### src/rtl/motor_pwm_driver_if.sv
// Command and pin bundle between direction control (master) and the
// H-bridge PWM driver (slave) for the two motor channels A and B.
interface motor_pwm_driver_if;
   logic [1:0] DutyCycleA;
   logic [1:0] DutyCycleB;
   logic       FWDA;
   logic       BWDA;
   logic       FWDB;
   logic       BWDB;
   logic       IN1A;
   logic       IN2A;
   logic       IN1B;
   logic       IN2B;
   logic       ENA;
   logic       ENB;
   logic       DeadA;
   logic       DeadB;

   modport master (
      output DutyCycleA, DutyCycleB, FWDA, BWDA, FWDB, BWDB,
      input  IN1A, IN2A, IN1B, IN2B, ENA, ENB, DeadA, DeadB
   );

   modport slave (
      input  DutyCycleA, DutyCycleB, FWDA, BWDA, FWDB, BWDB,
      output IN1A, IN2A, IN1B, IN2B, ENA, ENB, DeadA, DeadB
   );
endinterface

### src/rtl/motor_pwm_driver.sv
// Two-channel H-bridge driver: shared-period PWM with period-aligned duty
// updates and a fixed bridge-off dead-time on every reversal or stop.
module motor_pwm_driver #(
   parameter int PERIOD      = 4000,
   parameter int DEAD_CYCLES = 50000
) (
   input logic                clk,
   input logic                rst_n,
   motor_pwm_driver_if.slave  bus
);
   localparam int CW = (PERIOD > 1) ? $clog2(PERIOD) : 1;
   localparam int TW = $clog2(PERIOD + 1);
   localparam int DW = $clog2(DEAD_CYCLES + 1);
   localparam logic [CW-1:0] CNT_LAST  = CW'(PERIOD - 1);
   localparam logic [TW-1:0] QUARTER   = TW'(PERIOD / 4);
   localparam logic [DW-1:0] DEAD_LOAD = DW'(DEAD_CYCLES - 1);

   typedef enum logic [1:0] {ST_STOP, ST_FWD, ST_REV, ST_DEAD} state_t;
   typedef enum logic [1:0] {CMD_STOP, CMD_FWD, CMD_REV} cmd_t;

   // Both direction bits set is an illegal request and must never drive.
   function automatic cmd_t decode_cmd(input logic fwd, input logic bwd);
      cmd_t cmd;
      case ({fwd, bwd})
         2'b10:   cmd = CMD_FWD;
         2'b01:   cmd = CMD_REV;
         default: cmd = CMD_STOP;
      endcase
      return cmd;
   endfunction

   function automatic logic [TW-1:0] thr_of(input logic [1:0] code);
      logic [TW-1:0] thr;
      case (code)
         2'b00:   thr = QUARTER;
         2'b01:   thr = QUARTER + QUARTER;
         2'b10:   thr = QUARTER + QUARTER + QUARTER;
         2'b11:   thr = TW'(PERIOD);
         default: thr = QUARTER;
      endcase
      return thr;
   endfunction

   logic [1:0][1:0] duty_s;
   logic [1:0]      fwd_s;
   logic [1:0]      bwd_s;

   assign duty_s = {bus.DutyCycleB, bus.DutyCycleA};
   assign fwd_s  = {bus.FWDB, bus.FWDA};
   assign bwd_s  = {bus.BWDB, bus.BWDA};

   logic [CW-1:0] cnt_r;
   logic [CW-1:0] cnt_nx_s;
   logic          wrap_s;

   // Shared free-running period counter, next value.
   always_comb begin
      wrap_s = (cnt_r == CNT_LAST);
      if (wrap_s) begin
         cnt_nx_s = {CW{1'b0}};
      end else begin
         cnt_nx_s = cnt_r + CW'(1);
      end
   end

   // Period counter register.
   always_ff @(posedge clk) begin
      if (!rst_n) begin
         cnt_r <= {CW{1'b0}};
      end else begin
         cnt_r <= cnt_nx_s;
      end
   end

   for (genvar ch = 0; ch < 2; ch++) begin : ch_g
      state_t        state_r;
      state_t        state_nx_s;
      cmd_t          cmd_s;
      logic [DW-1:0] dcnt_r;
      logic [DW-1:0] dcnt_nx_s;
      logic [TW-1:0] thr_r;
      logic [TW-1:0] thr_nx_s;
      logic          drive_s;
      logic          in1_r;
      logic          in2_r;
      logic          en_r;
      logic          dead_r;

      // Channel FSM next state; threshold only reloads at the period wrap.
      always_comb begin
         cmd_s      = decode_cmd(fwd_s[ch], bwd_s[ch]);
         state_nx_s = state_r;
         dcnt_nx_s  = dcnt_r;
         if (wrap_s) begin
            thr_nx_s = thr_of(duty_s[ch]);
         end else begin
            thr_nx_s = thr_r;
         end
         case (state_r)
            ST_STOP: begin
               case (cmd_s)
                  CMD_FWD: state_nx_s = ST_FWD;
                  CMD_REV: state_nx_s = ST_REV;
                  default: state_nx_s = ST_STOP;
               endcase
            end
            ST_FWD: begin
               if (cmd_s != CMD_FWD) begin
                  state_nx_s = ST_DEAD;
                  dcnt_nx_s  = DEAD_LOAD;
               end else begin
                  state_nx_s = ST_FWD;
               end
            end
            ST_REV: begin
               if (cmd_s != CMD_REV) begin
                  state_nx_s = ST_DEAD;
                  dcnt_nx_s  = DEAD_LOAD;
               end else begin
                  state_nx_s = ST_REV;
               end
            end
            ST_DEAD: begin
               if (dcnt_r == {DW{1'b0}}) begin
                  case (cmd_s)
                     CMD_FWD: state_nx_s = ST_FWD;
                     CMD_REV: state_nx_s = ST_REV;
                     default: state_nx_s = ST_STOP;
                  endcase
               end else begin
                  dcnt_nx_s = dcnt_r - DW'(1);
               end
            end
            default: state_nx_s = ST_STOP;
         endcase
         drive_s = (state_nx_s == ST_FWD) || (state_nx_s == ST_REV);
      end

      // State and pins, decoded from the next state so pins lag inputs by one edge.
      always_ff @(posedge clk) begin
         if (!rst_n) begin
            state_r <= ST_STOP;
            dcnt_r  <= {DW{1'b0}};
            thr_r   <= QUARTER;
            in1_r   <= 1'b0;
            in2_r   <= 1'b0;
            en_r    <= 1'b0;
            dead_r  <= 1'b0;
         end else begin
            state_r <= state_nx_s;
            dcnt_r  <= dcnt_nx_s;
            thr_r   <= thr_nx_s;
            in1_r   <= (state_nx_s == ST_FWD);
            in2_r   <= (state_nx_s == ST_REV);
            en_r    <= drive_s && (TW'(cnt_nx_s) < thr_nx_s);
            dead_r  <= (state_nx_s == ST_DEAD);
         end
      end
   end

   assign bus.IN1A  = ch_g[0].in1_r;
   assign bus.IN2A  = ch_g[0].in2_r;
   assign bus.ENA   = ch_g[0].en_r;
   assign bus.DeadA = ch_g[0].dead_r;
   assign bus.IN1B  = ch_g[1].in1_r;
   assign bus.IN2B  = ch_g[1].in2_r;
   assign bus.ENB   = ch_g[1].en_r;
   assign bus.DeadB = ch_g[1].dead_r;
endmodule

### src/flat_wrapper.sv
// flat-port wrapper written by rule: the top's interface ports become plain ports
module motor_pwm_driver_flat 
#(
   parameter int PERIOD      = 4000,
   parameter int DEAD_CYCLES = 50000
)
  (clk, rst_n, bus_DutyCycleA, bus_DutyCycleB, bus_FWDA, bus_BWDA, bus_FWDB, bus_BWDB, bus_IN1A, bus_IN2A, bus_IN1B, bus_IN2B, bus_ENA, bus_ENB, bus_DeadA, bus_DeadB);
  motor_pwm_driver_if bus_i ();
  input logic clk;
  input logic rst_n;
  input wire logic [$bits(bus_i.DutyCycleA)-1:0] bus_DutyCycleA;
  input wire logic [$bits(bus_i.DutyCycleB)-1:0] bus_DutyCycleB;
  input wire logic [$bits(bus_i.FWDA)-1:0] bus_FWDA;
  input wire logic [$bits(bus_i.BWDA)-1:0] bus_BWDA;
  input wire logic [$bits(bus_i.FWDB)-1:0] bus_FWDB;
  input wire logic [$bits(bus_i.BWDB)-1:0] bus_BWDB;
  output wire logic [$bits(bus_i.IN1A)-1:0] bus_IN1A;
  output wire logic [$bits(bus_i.IN2A)-1:0] bus_IN2A;
  output wire logic [$bits(bus_i.IN1B)-1:0] bus_IN1B;
  output wire logic [$bits(bus_i.IN2B)-1:0] bus_IN2B;
  output wire logic [$bits(bus_i.ENA)-1:0] bus_ENA;
  output wire logic [$bits(bus_i.ENB)-1:0] bus_ENB;
  output wire logic [$bits(bus_i.DeadA)-1:0] bus_DeadA;
  output wire logic [$bits(bus_i.DeadB)-1:0] bus_DeadB;
  assign bus_i.DutyCycleA = bus_DutyCycleA;
  assign bus_i.DutyCycleB = bus_DutyCycleB;
  assign bus_i.FWDA = bus_FWDA;
  assign bus_i.BWDA = bus_BWDA;
  assign bus_i.FWDB = bus_FWDB;
  assign bus_i.BWDB = bus_BWDB;
  assign bus_IN1A = bus_i.IN1A;
  assign bus_IN2A = bus_i.IN2A;
  assign bus_IN1B = bus_i.IN1B;
  assign bus_IN2B = bus_i.IN2B;
  assign bus_ENA = bus_i.ENA;
  assign bus_ENB = bus_i.ENB;
  assign bus_DeadA = bus_i.DeadA;
  assign bus_DeadB = bus_i.DeadB;
  motor_pwm_driver #(.PERIOD(PERIOD), .DEAD_CYCLES(DEAD_CYCLES)) u_core (.clk(clk), .rst_n(rst_n), .bus(bus_i));
endmodule
### config.mk
export PLATFORM = sky130hd
export DESIGN_NAME = motor_pwm_driver_flat
export DESIGN_NICKNAME = d
export VERILOG_FILES = /design/src/rtl/motor_pwm_driver_if.sv /design/src/rtl/motor_pwm_driver.sv /design/src/flat_wrapper.sv
export SDC_FILE = /design/constraint.sdc
export NUM_CORES = 1
export LEC_CHECK = 0
export BUFFER_PORTS_ARGS = -buffer_cell sky130_fd_sc_hd__buf_2
export CAP_MARGIN = 15
export CORE_MARGIN = 2
export CORE_UTILIZATION = 25
export DETAILED_ROUTE_END_ITERATION = 6
export PLACE_DENSITY = 0.49
export SYNTH_ARGS = -nofsm -noshare
export SYNTH_HDL_FRONTEND = slang
export SYNTH_SLANG_ARGS = --single-unit
export TNS_END_PERCENT = 1
### constraint.sdc
create_clock -name clk -period 6.9 [get_ports clk]
set_clock_uncertainty 0.1 [all_clocks]
set_input_delay 0.345 -clock clk [delete_from_list [all_inputs] [get_ports clk]]
set_output_delay 0.345 -clock clk [all_outputs]
set_load 0.005 [all_outputs]
==> flow_metrics.tcl, run 1 <==
set metrics [dict create \
    status "finished, final reports clean" \
    grt_pass1_wl_um 16300 \
    clkPwrFrac 0.430 \
    max_slew.worst_pin.slew_ns 0.823 \
    leakage_nw 2.05 \
    pwr-share-comb 0.162 \
    finalHoldViolations 0 \
    syn_area_um2 4370 \
    async_flop_share 0 \
    pre_cts_slack_ns 3.75 \
    worst-setup-path-type "register to register" \
    grt_pass1_vias 3363 \
    drt_iter0_markers 177 \
    synth-edff-count 0 \
    start_util 0.255 \
    grt.total_usage 0.109 \
    p_int_w 0.000942 \
    design.core.area_um2 17200 \
    end_kind "register" \
    drt_pass1_iterations 5 \
    synth_area_leaders "dfxtp_1, ha_1, nor2_1, a21oi_1, o31a_1" \
    cts_tree "built" \
    drive_above_1_share 0.110 \
    cts_num_sinks 80 \
    hpwlAfterDp_um 6940 \
    grt_max_degree 60 \
    cp_max_fo 21 \
    finalWeightedCongestion 0.808 \
    cts_buffers 9 \
    synth_common_cells "dfxtp_1, nor2_1, ha_1" \
    clockRootBuffer "clkbuf_16" \
    yosysWarnings 0 \
    vias 3551 \
    maxSlewViolCount 0 \
    final.setup.tns_ns 0 \
    max_clock_freq_mhz 317 \
    rsz0062_at_grt "false" \
    ys_seq_elements 80 \
    sequentialPowerShare 0.408 \
    grt.overflow.total 0 \
    slew_headroom 0.448 \
    postRouteAntennaNets 0 \
    yosysMostFrequentCell "dfxtp_1" \
    p_sw_frac 0.266 \
    synth_flop_cell "dfxtp_1" \
    cp-start-kind "register" \
    worstPathArrival_ns 3.32 \
    port-buffer-count 17 \
    antenna_found_initial 0 \
    setup_ws_ns 3.75 \
    synth_top_area_share 0.366 \
    die_w_um 136 \
    clkLatencyLatePin_ns 0.33 \
    die_area_um2 18600 \
    stdcell_count 735 \
    ctsHoldBuffers 0 \
    fin_crit_ns 3.15 \
    post-route-drc-count 0 \
    setup_violations 0 \
    wirelength_um 9730 \
    synthCells 497 \
    cts_setup_buffers 0 \
    peakVddDrop_mv 0.100 \
    power_density_nw_per_um2 256 \
    synthesis.nets 548 \
    synth_cell_types 57 \
    syn_area_per_cell_um2 8.80 \
    die_y_um 136 \
    n_antenna_cell 0 \
    synth_seq_area_share 0.366 \
    syn_to_final_growth_pct 14.6 \
    place_inst 719 \
    viasPerCell 4.83 \
    synth_top_area_cell "dfxtp_1" \
    cts_buffer_depth 2 \
    drv_cap 0 \
    cp.required_ns 7.06 \
    nNetsFinal 556 \
    io_pins 18 \
    hp-class "primary input to register" \
    wire_per_inst_um 13.2 \
    row_count 48 \
    cts_resized 0 \
    clk_pin_slew_ns 0.06 \
    htree_levels 3 \
    netSwitchingPower_w 0.000341 \
    period_share 0.457 \
]
## power by group through the flow
stage | clock [W] | sequential, W | combinational [W]
2_1_floorplan | 0 | 0.000521 | 0.000164
6_report | 0.000552 | 0.000523 | 0.000208
4_1_cts | 0.000573 | 0.000522 | 0.000211
3_5_place_dp | 0 | 0.000532 | 0.000210
3_3_place_gp | 0 | 0.000531 | 0.000204
5_1_grt | 0.000595 | 0.000527 | 0.000237
## stage by stage
step	area (um2)	power [W]	hold WS (ns)	util
final	5010	0.00128	0.297	0.292
after global routing	5010	0.00136	0.317	0.292
after CTS	5010	0.00131	0.291	0.292
after detailed placement	4670	0.000742	0.331	0.272
after global placement	4670	0.000735	0.334	0.272
after floorplan	4370	0.000686	0.318	-
## worst max-delay path, stage by stage (launching register included)
cell and delay, ns:
dfxtp_1 0.42, ha_1 0.24, and4_1 0.26, and4_1 0.70, nor2_1 0.17, ha_1 0.33
a21o_1 0.16, a21o_1 0.18, a211oi_1 0.23, o2111ai_1 0.15, a21oi_1 0.15
## flip-flops by register name, indices dropped and copies added, names as in the netlist
signal               flops
u_core.ch_g.state_r      4
u_core.bus.IN1B          1
u_core.bus.DeadB         1
u_core.bus.ENB           1
u_core.bus.IN2A          1
u_core.bus.IN2B          1
u_core.ch_g.thr_r       24
u_core.cnt_r            12
u_core.ch_g.dcnt_r      32
u_core.bus.IN1A          1
u_core.bus.DeadA         1
u_core.bus.ENA           1
## placed cells by master, fill, tap and decap left out, types with 7 or more instances in the layout
| cell type | count |
|---|---|
| nor2_1 | 42 |
| or4_1 | 8 |
| buf_2 | 17 |
| and2_1 | 14 |
| nand2_1 | 36 |
| or3_1 | 12 |
| nor4_1 | 8 |
| a21oi_1 | 30 |
| nor2b_1 | 13 |
| dfxtp_1 | 80 |
| o21ai_0 | 22 |
| a21o_1 | 8 |
| o31a_1 | 17 |
| clkbuf_16 | 9 |
| o31ai_1 | 7 |
| or2_2 | 11 |
| ha_1 | 41 |
| nand4_1 | 9 |
| and3_1 | 13 |
| nor3_1 | 8 |
| inv_1 | 15 |
| nand2b_1 | 11 |
## final cells by class
cell class | instances | area [um2]
Clock buffer | 11 | 243
Clock inverter | 5 | 104
Fill cell | 1834 | 12200
Inverter | 15 | 56.3
Multi-Input combinational cell | 379 | 2620
Sequential cell | 80 | 1600
Tap cell | 225 | 282
Timing Repair Buffer | 20 | 108
## cell families after synthesis
kind of cell	share of synthesized area
multiplexers	0.00458
buffers and inverters	0.0346
flip-flops	0.366
AO/OA/AOI/OAI	0.168
adder cells (fa/ha/maj)	0.117
XOR/XNOR	0.0220
AND/OR/NAND/NOR	0.288
## path summary, 6_finish.rpt
check	from	to	slack, ns	cells after the start
worst min-delay path	bus_FWDA	u_core.ch_g[0].state_r[0]$_SDFF_PN0_	0.30	3
worst min register to register	u_core.ch_g[1].thr_r[9]$_SDFF_PN1_	u_core.ch_g[1].thr_r[9]$_SDFF_PN1_	0.35	1
worst max-delay path	u_core.cnt_r[0]$_SDFF_PN0_	u_core.bus.ENB$_SDFF_PN0_	3.75	10
worst max register to register	u_core.cnt_r[0]$_SDFF_PN0_	u_core.bus.ENB$_SDFF_PN0_	3.75	10
## per-layer routing
metal | GRT usage | vias up | part of all wire
met5 | 0 | - | 0
met4 | 0.0475 | 0 | 0.018
met3 | 0.0198 | 12 | 0.039
met2 | 0.174 | 69 | 0.47
met1 | 0.145 | 1648 | 0.48
li1 | - | 1822 | -
Note: power is estimated with default switching activity, not from simulation.
==> inputs of run 2 (changes only) <==
==> constraint.sdc (replaced) <==
create_clock -name clk -period 3.3 [get_ports clk]
set_clock_uncertainty 0.1 [all_clocks]
set_input_delay 0.165 -clock clk [delete_from_list [all_inputs] [get_ports clk]]
set_output_delay 0.165 -clock clk [all_outputs]
set_load 0.005 [all_outputs]
==> flow_metrics.tcl, run 2 (same netlist as run 1, synthesis figures left out) <==
set metrics [dict create \
    grt_max_degree 41 \
    final.setup.tns_ns 0 \
    r2r-end "u_core.bus.ENA$_SDFF_PN0_" \
    rsz0062_at_grt "false" \
    grt.total_usage 0.111 \
    die_w_um 136 \
    cts_tree "built" \
    clkLatencyLatePin_ns 0.34 \
    start_util 0.255 \
    n_antenna_cell 0 \
    grtUsageMet2 0.186 \
    design.core.area_um2 17200 \
    r2r_cells 11 \
    slowest_delay_ns 0.46 \
    ctsHoldBuffers 0 \
    die_area_um2 18600 \
    vias 3597 \
    use_met3 0.0216 \
    n_fill_cell 1818 \
    port-buffer-count 17 \
    peakVddDrop_mv 0.200 \
    cts_buffer_depth 2 \
    r2r_slack_ns 0.33 \
    worstPathArrival_ns 3.13 \
    row_count 48 \
    wirelength_um 9920 \
    min_path_cells 3 \
    post-route-drc-count 0 \
    io_pins 18 \
    cp.required_ns 3.47 \
    period_share 0.899 \
    biggestRegsByFlops "u_core.ch_g.dcnt_r: 32 flops, u_core.ch_g.thr_r: 24 flops, u_core.cnt_r: 12 flops" \
    worst-setup-path-type "register to register" \
    largest_reg_flops 32 \
    reg2reg_from "u_core.cnt_r[0]$_SDFF_PN0_" \
    setup_violations 0 \
    antenna_found_initial 0 \
    finalHoldViolations 0 \
    finalPower_w 0.00258 \
    grt_pass1_wl_um 16400 \
    maxSlewViolCount 0 \
    viasPerCell 4.87 \
    drive_above_1_share 0.117 \
    clockRootBuffer "clkbuf_16" \
    path_cells "ha_1 > and4_1 > and4_1 > buf_4 > nor2_1 > ha_1 > a21oi_1 > nor2b_1 > o21ai_0 > o2111ai_1 > a21oi_1" \
    cts_num_sinks 80 \
    cp_max_fo 13 \
    hold_path_end "u_core.ch_g[0].state_r[0]$_SDFF_PN0_" \
    slew_headroom 0.410 \
    mostFrequentLayoutCells "dfxtp_1, nor2_1, ha_1" \
    max_clock_freq_mhz 337 \
    grt.overflow.total 0 \
    max_slew.worst_pin.slew_ns 0.880 \
    power_density_nw_per_um2 514 \
    fin_crit_ns 2.97 \
    finalWeightedCongestion 0.784 \
    clk_pin_slew_ns 0.06 \
    grtUsageMet1 0.139 \
    final_common_cell "dfxtp_1" \
    drv_cap 0 \
    drt_iter0_markers 195 \
    syn_to_final_growth_pct 14.7 \
    die_y_um 136 \
    leakage_nw 2.06 \
    cts_buffers 9 \
    cp_slowest_cell "and4_1" \
    wire_per_inst_um 13.4 \
    hp-class "primary input to register" \
    status "finished, final reports clean" \
    hp-start "bus_FWDA" \
    htree_levels 3 \
    grt_pass1_vias 3489 \
    end_kind "register" \
    postRouteAntennaNets 0 \
    regMostFlops "u_core.ch_g.dcnt_r" \
    hpwlAfterDp_um 7160 \
    nNetsFinal 560 \
    cp-start-kind "register" \
    top_usage_layer "met2" \
    drt_pass1_iterations 4 \
]
==> run 2: changes by cell type in the layout (fill, tap and decap cells not counted) <==
cell / previous run / this run
buf_4: 3 / 7
bufinv_16: 3 / 1
clkbuf_8: 1 / 4
clkinv_4: 1 / 0
==> run 2: layout make-up <==
class	count	area [um2]	share of cell area
clock buffer	14	284	0.0566
clock inverter	2	35.0	0.00698
inverter	15	56.3	0.0112
multi-input combinational	379	2620	0.522
sequential	80	1600	0.319
tap	225	282	0.0561
timing repair buffer	24	138	0.0274
==> run 2: metrics by stage <==
stage / cells / hold slack (ns) / setup slack [ns] / utilization / instance area (um2)
after global routing: 739 / 0.145 / 0.171 / 0.292 / 5020
after detailed placement: 720 / 0.328 / 0.178 / 0.272 / 4670
after CTS: 736 / 0.113 / 0.141 / 0.291 / 4990
after floorplan: 497 / 0.257 / 0.379 / - / 4370
after global placement: 720 / 0.329 / 0.286 / 0.272 / 4670
final: 739 / 0.123 / 0.334 / 0.292 / 5020
==> run 2: critical path: cells and delay by family (launching register included) <==
| family | cells | cell delay (ns) |
|---|---|---|
| AOI/OAI and AO/OA | 4 | 0.68 |
| adders and majority gates | 2 | 0.53 |
| buffers and inverters | 1 | 0.28 |
| DFF | 1 | 0.42 |
| and+or+nand+nor | 4 | 0.89 |
==> run 2: layer usage <==
metal / up-vias / wire length [um]
met3: 11 / 263
met1: 1698 / 4830
met4: 0 / 157
met2: 50 / 4660
li1: 1838 / -
met5: - / 0
==> run 2: report_power, final <==
| part | total [W] | internal [W] | switching [W] |
|---|---|---|---|
| Sequential | 0.00109 | 0.00103 | 0.0000640 |
| Clock | 0.00105 | 0.000667 | 0.000380 |
| Combinational | 0.000437 | 0.000182 | 0.000256 |
| Total | 0.00258 | 0.00188 | 0.000699 |
==> run 2: how the worst max path moves through the flow <==
stage / start / endpoint / slack, ns
finish: u_core.cnt_r[0]$_SDFF_PN0_ / u_core.bus.ENA$_SDFF_PN0_ / 0.33
global route: u_core.cnt_r[0]$_SDFF_PN0_ / u_core.bus.ENA$_SDFF_PN0_ / 0.17
CTS: u_core.cnt_r[0]$_SDFF_PN0_ / u_core.bus.ENB$_SDFF_PN0_ / 0.14
detailed placement: u_core.cnt_r[0]$_SDFF_PN0_ / u_core.bus.ENB$_SDFF_PN0_ / 0.18
global placement: u_core.cnt_r[0]$_SDFF_PN0_ / u_core.bus.ENB$_SDFF_PN0_ / 0.29
floorplan: u_core.cnt_r[0]$_SDFF_PN0_ / u_core.bus.ENB$_SDFF_PN0_ / 0.38
==> run 2: repair_timing <==
action | in CTS | in global routing
gates resized for setup | 0 | 0
buffers inserted | 0 | 3
setup endpoints to repair | 0 | 2
==> inputs of run 3 (changes only) <==
==> constraint.sdc (replaced) <==
create_clock -name clk -period 3.1 [get_ports clk]
set_clock_uncertainty 0.1 [all_clocks]
set_input_delay 0.155 -clock clk [delete_from_list [all_inputs] [get_ports clk]]
set_output_delay 0.155 -clock clk [all_outputs]
set_load 0.005 [all_outputs]
==> flow_metrics.tcl, run 3 (same netlist as run 1, synthesis figures left out) <==
set metrics [dict create \
    cp.buffers_inverters 1 \
    leakage_nw 2.05 \
    final.setup.tns_ns 0 \
    hp-class "primary input to register" \
    period_share 0.884 \
    max_slew.worst_pin.slew_ns 0.850 \
    stdcell_count 739 \
    vias 3608 \
    viasPerCell 4.88 \
    die_w_um 136 \
    path_cells "ha_1 > and4_1 > nand4_1 > buf_4 > or3_1 > o21ai_0 > ha_1 > a21o_1 > a211oi_1 > o2111ai_1 > a21oi_1" \
    regMostFlops "u_core.ch_g.dcnt_r" \
    finalWeightedCongestion 0.766 \
    end_kind "register" \
    clockRootBuffer "clkbuf_16" \
    drv_cap 0 \
    io_pins 18 \
    port-buffer-count 17 \
    postRouteAntennaNets 0 \
    n_fill_cell 1830 \
    grt.total_usage 0.112 \
    drt_pass1_iterations 4 \
    place_inst 722 \
    hpwlAfterDp_um 7050 \
    die_y_um 136 \
    final_common_cell "dfxtp_1" \
    syn_to_final_growth_pct 15.1 \
    grt_pass1_wl_um 16500 \
    die_area_um2 18600 \
    fin_crit_ns 2.74 \
    nNetsFinal 560 \
    rsz0062_at_grt "false" \
    pre_cts_slack_ns 0.265 \
    finalHoldViolations 0 \
    design.core.area_um2 17200 \
    post-route-drc-count 0 \
    cp_max_fo 9 \
    cp_slowest_cell "dfxtp_1" \
    cts_tree "built" \
    wire_per_inst_um 13.4 \
    power_density_nw_per_um2 553 \
    worst-setup-path-type "register to register" \
    clkLatencyLatePin_ns 0.34 \
    utilization 0.293 \
    max_clock_freq_mhz 365 \
    mostFrequentLayoutCells "dfxtp_1, nor2_1, ha_1" \
    grt.overflow.total 0 \
    wirelength_um 9930 \
    cts_num_sinks 80 \
    crit_top_cell "ha_1" \
    grt_pass1_vias 3440 \
    clk_pin_slew_ns 0.06 \
    slowest_delay_ns 0.35 \
    setup_ws_ns 0.358 \
    drt_iter0_markers 235 \
    worstPathArrival_ns 2.91 \
    slew_headroom 0.430 \
    htree_levels 3 \
    maxSlewViolCount 0 \
    drive_above_1_share 0.117 \
    peakVddDrop_mv 0.213 \
    largest_reg_flops 32 \
    grt_max_degree 54 \
    cp.required_ns 3.26 \
    n_antenna_cell 0 \
    fin_hold_ws_ns 0.0275 \
    cts_buffer_depth 2 \
    status "finished, final reports clean" \
    antenna_found_initial 0 \
    start_util 0.255 \
    cp_top_family "compound AO/OA/AOI/OAI gates" \
    biggestRegsByFlops "u_core.ch_g.dcnt_r: 32 flops, u_core.ch_g.thr_r: 24 flops, u_core.cnt_r: 12 flops" \
    row_count 48 \
    cts_buffers 9 \
    setup_violations 0 \
    ctsHoldBuffers 0 \
    cp-start-kind "register" \
]
## run 3: worst register-to-register path: stages, from the launching register on
cell and delay, ns:
dfxtp_1 0.35, ha_1 0.22, and4_1 0.27, nand4_1 0.10, buf_4 0.17, or3_1 0.31, o21ai_0 0.15, ha_1 0.30
a21o_1 0.16, a211oi_1 0.25, o2111ai_1 0.15, a21oi_1 0.15
## run 3: final timing paths
| check | from | endpoint | slack [ns] | cells after the start |
|---|---|---|---|---|
| max reg2reg | u_core.cnt_r[1]$_SDFF_PN0_ | u_core.bus.ENB$_SDFF_PN0_ | 0.36 | 11 |
| max | u_core.cnt_r[1]$_SDFF_PN0_ | u_core.bus.ENB$_SDFF_PN0_ | 0.36 | 11 |
| min reg2reg | u_core.ch_g[0].thr_r[9]$_SDFF_PN1_ | u_core.ch_g[0].thr_r[9]$_SDFF_PN1_ | 0.34 | 1 |
| min | rst_n | u_core.ch_g[1].dcnt_r[14]$_SDFFE_PN0P_ | 0.03 | 2 |
## run 3: timing repair
action | in CTS | in global routing
hold endpoints to repair | 0 | 0
setup endpoints to repair | 0 | 1
resized for setup | 0 | 0
setup buffers | 0 | 1
## run 3: per-stage QoR
step | power (W) | area [um2]
detailed placement | 0.00165 | 4700
global route | 0.00294 | 5030
CTS | 0.00282 | 5020
global placement | 0.00164 | 4700
floorplan | 0.00153 | 4370
finish | 0.00278 | 5030
## run 3: final cells by class
type	instances	area, um2	share of cell area
flip-flops and latches	80	1600	0.318
well taps	225	282	0.0559
clock inverters	5	80.1	0.0159
multi-input cells	379	2620	0.521
repair buffers	24	150	0.0298
inverters	15	56.3	0.0112
clock buffers	11	243	0.0482
## run 3: metal layers
| layer | global-route usage | share of wire | up-vias | routed length, um |
|---|---|---|---|---|
| li1 | - | - | 1833 | - |
| met1 | 0.142 | 0.48 | 1693 | 4730 |
| met2 | 0.181 | 0.47 | 65 | 4660 |
| met3 | 0.0179 | 0.030 | 17 | 295 |
| met4 | 0.0579 | 0.025 | 0 | 244 |
| met5 | 0 | 0 | - | 0 |
## run 3: power breakdown
part           switching [W]  leakage, nW  internal (W)
Combinational       0.000273         1.25      0.000195
Sequential         0.0000685        0.654       0.00109
Clock               0.000425        0.152      0.000726
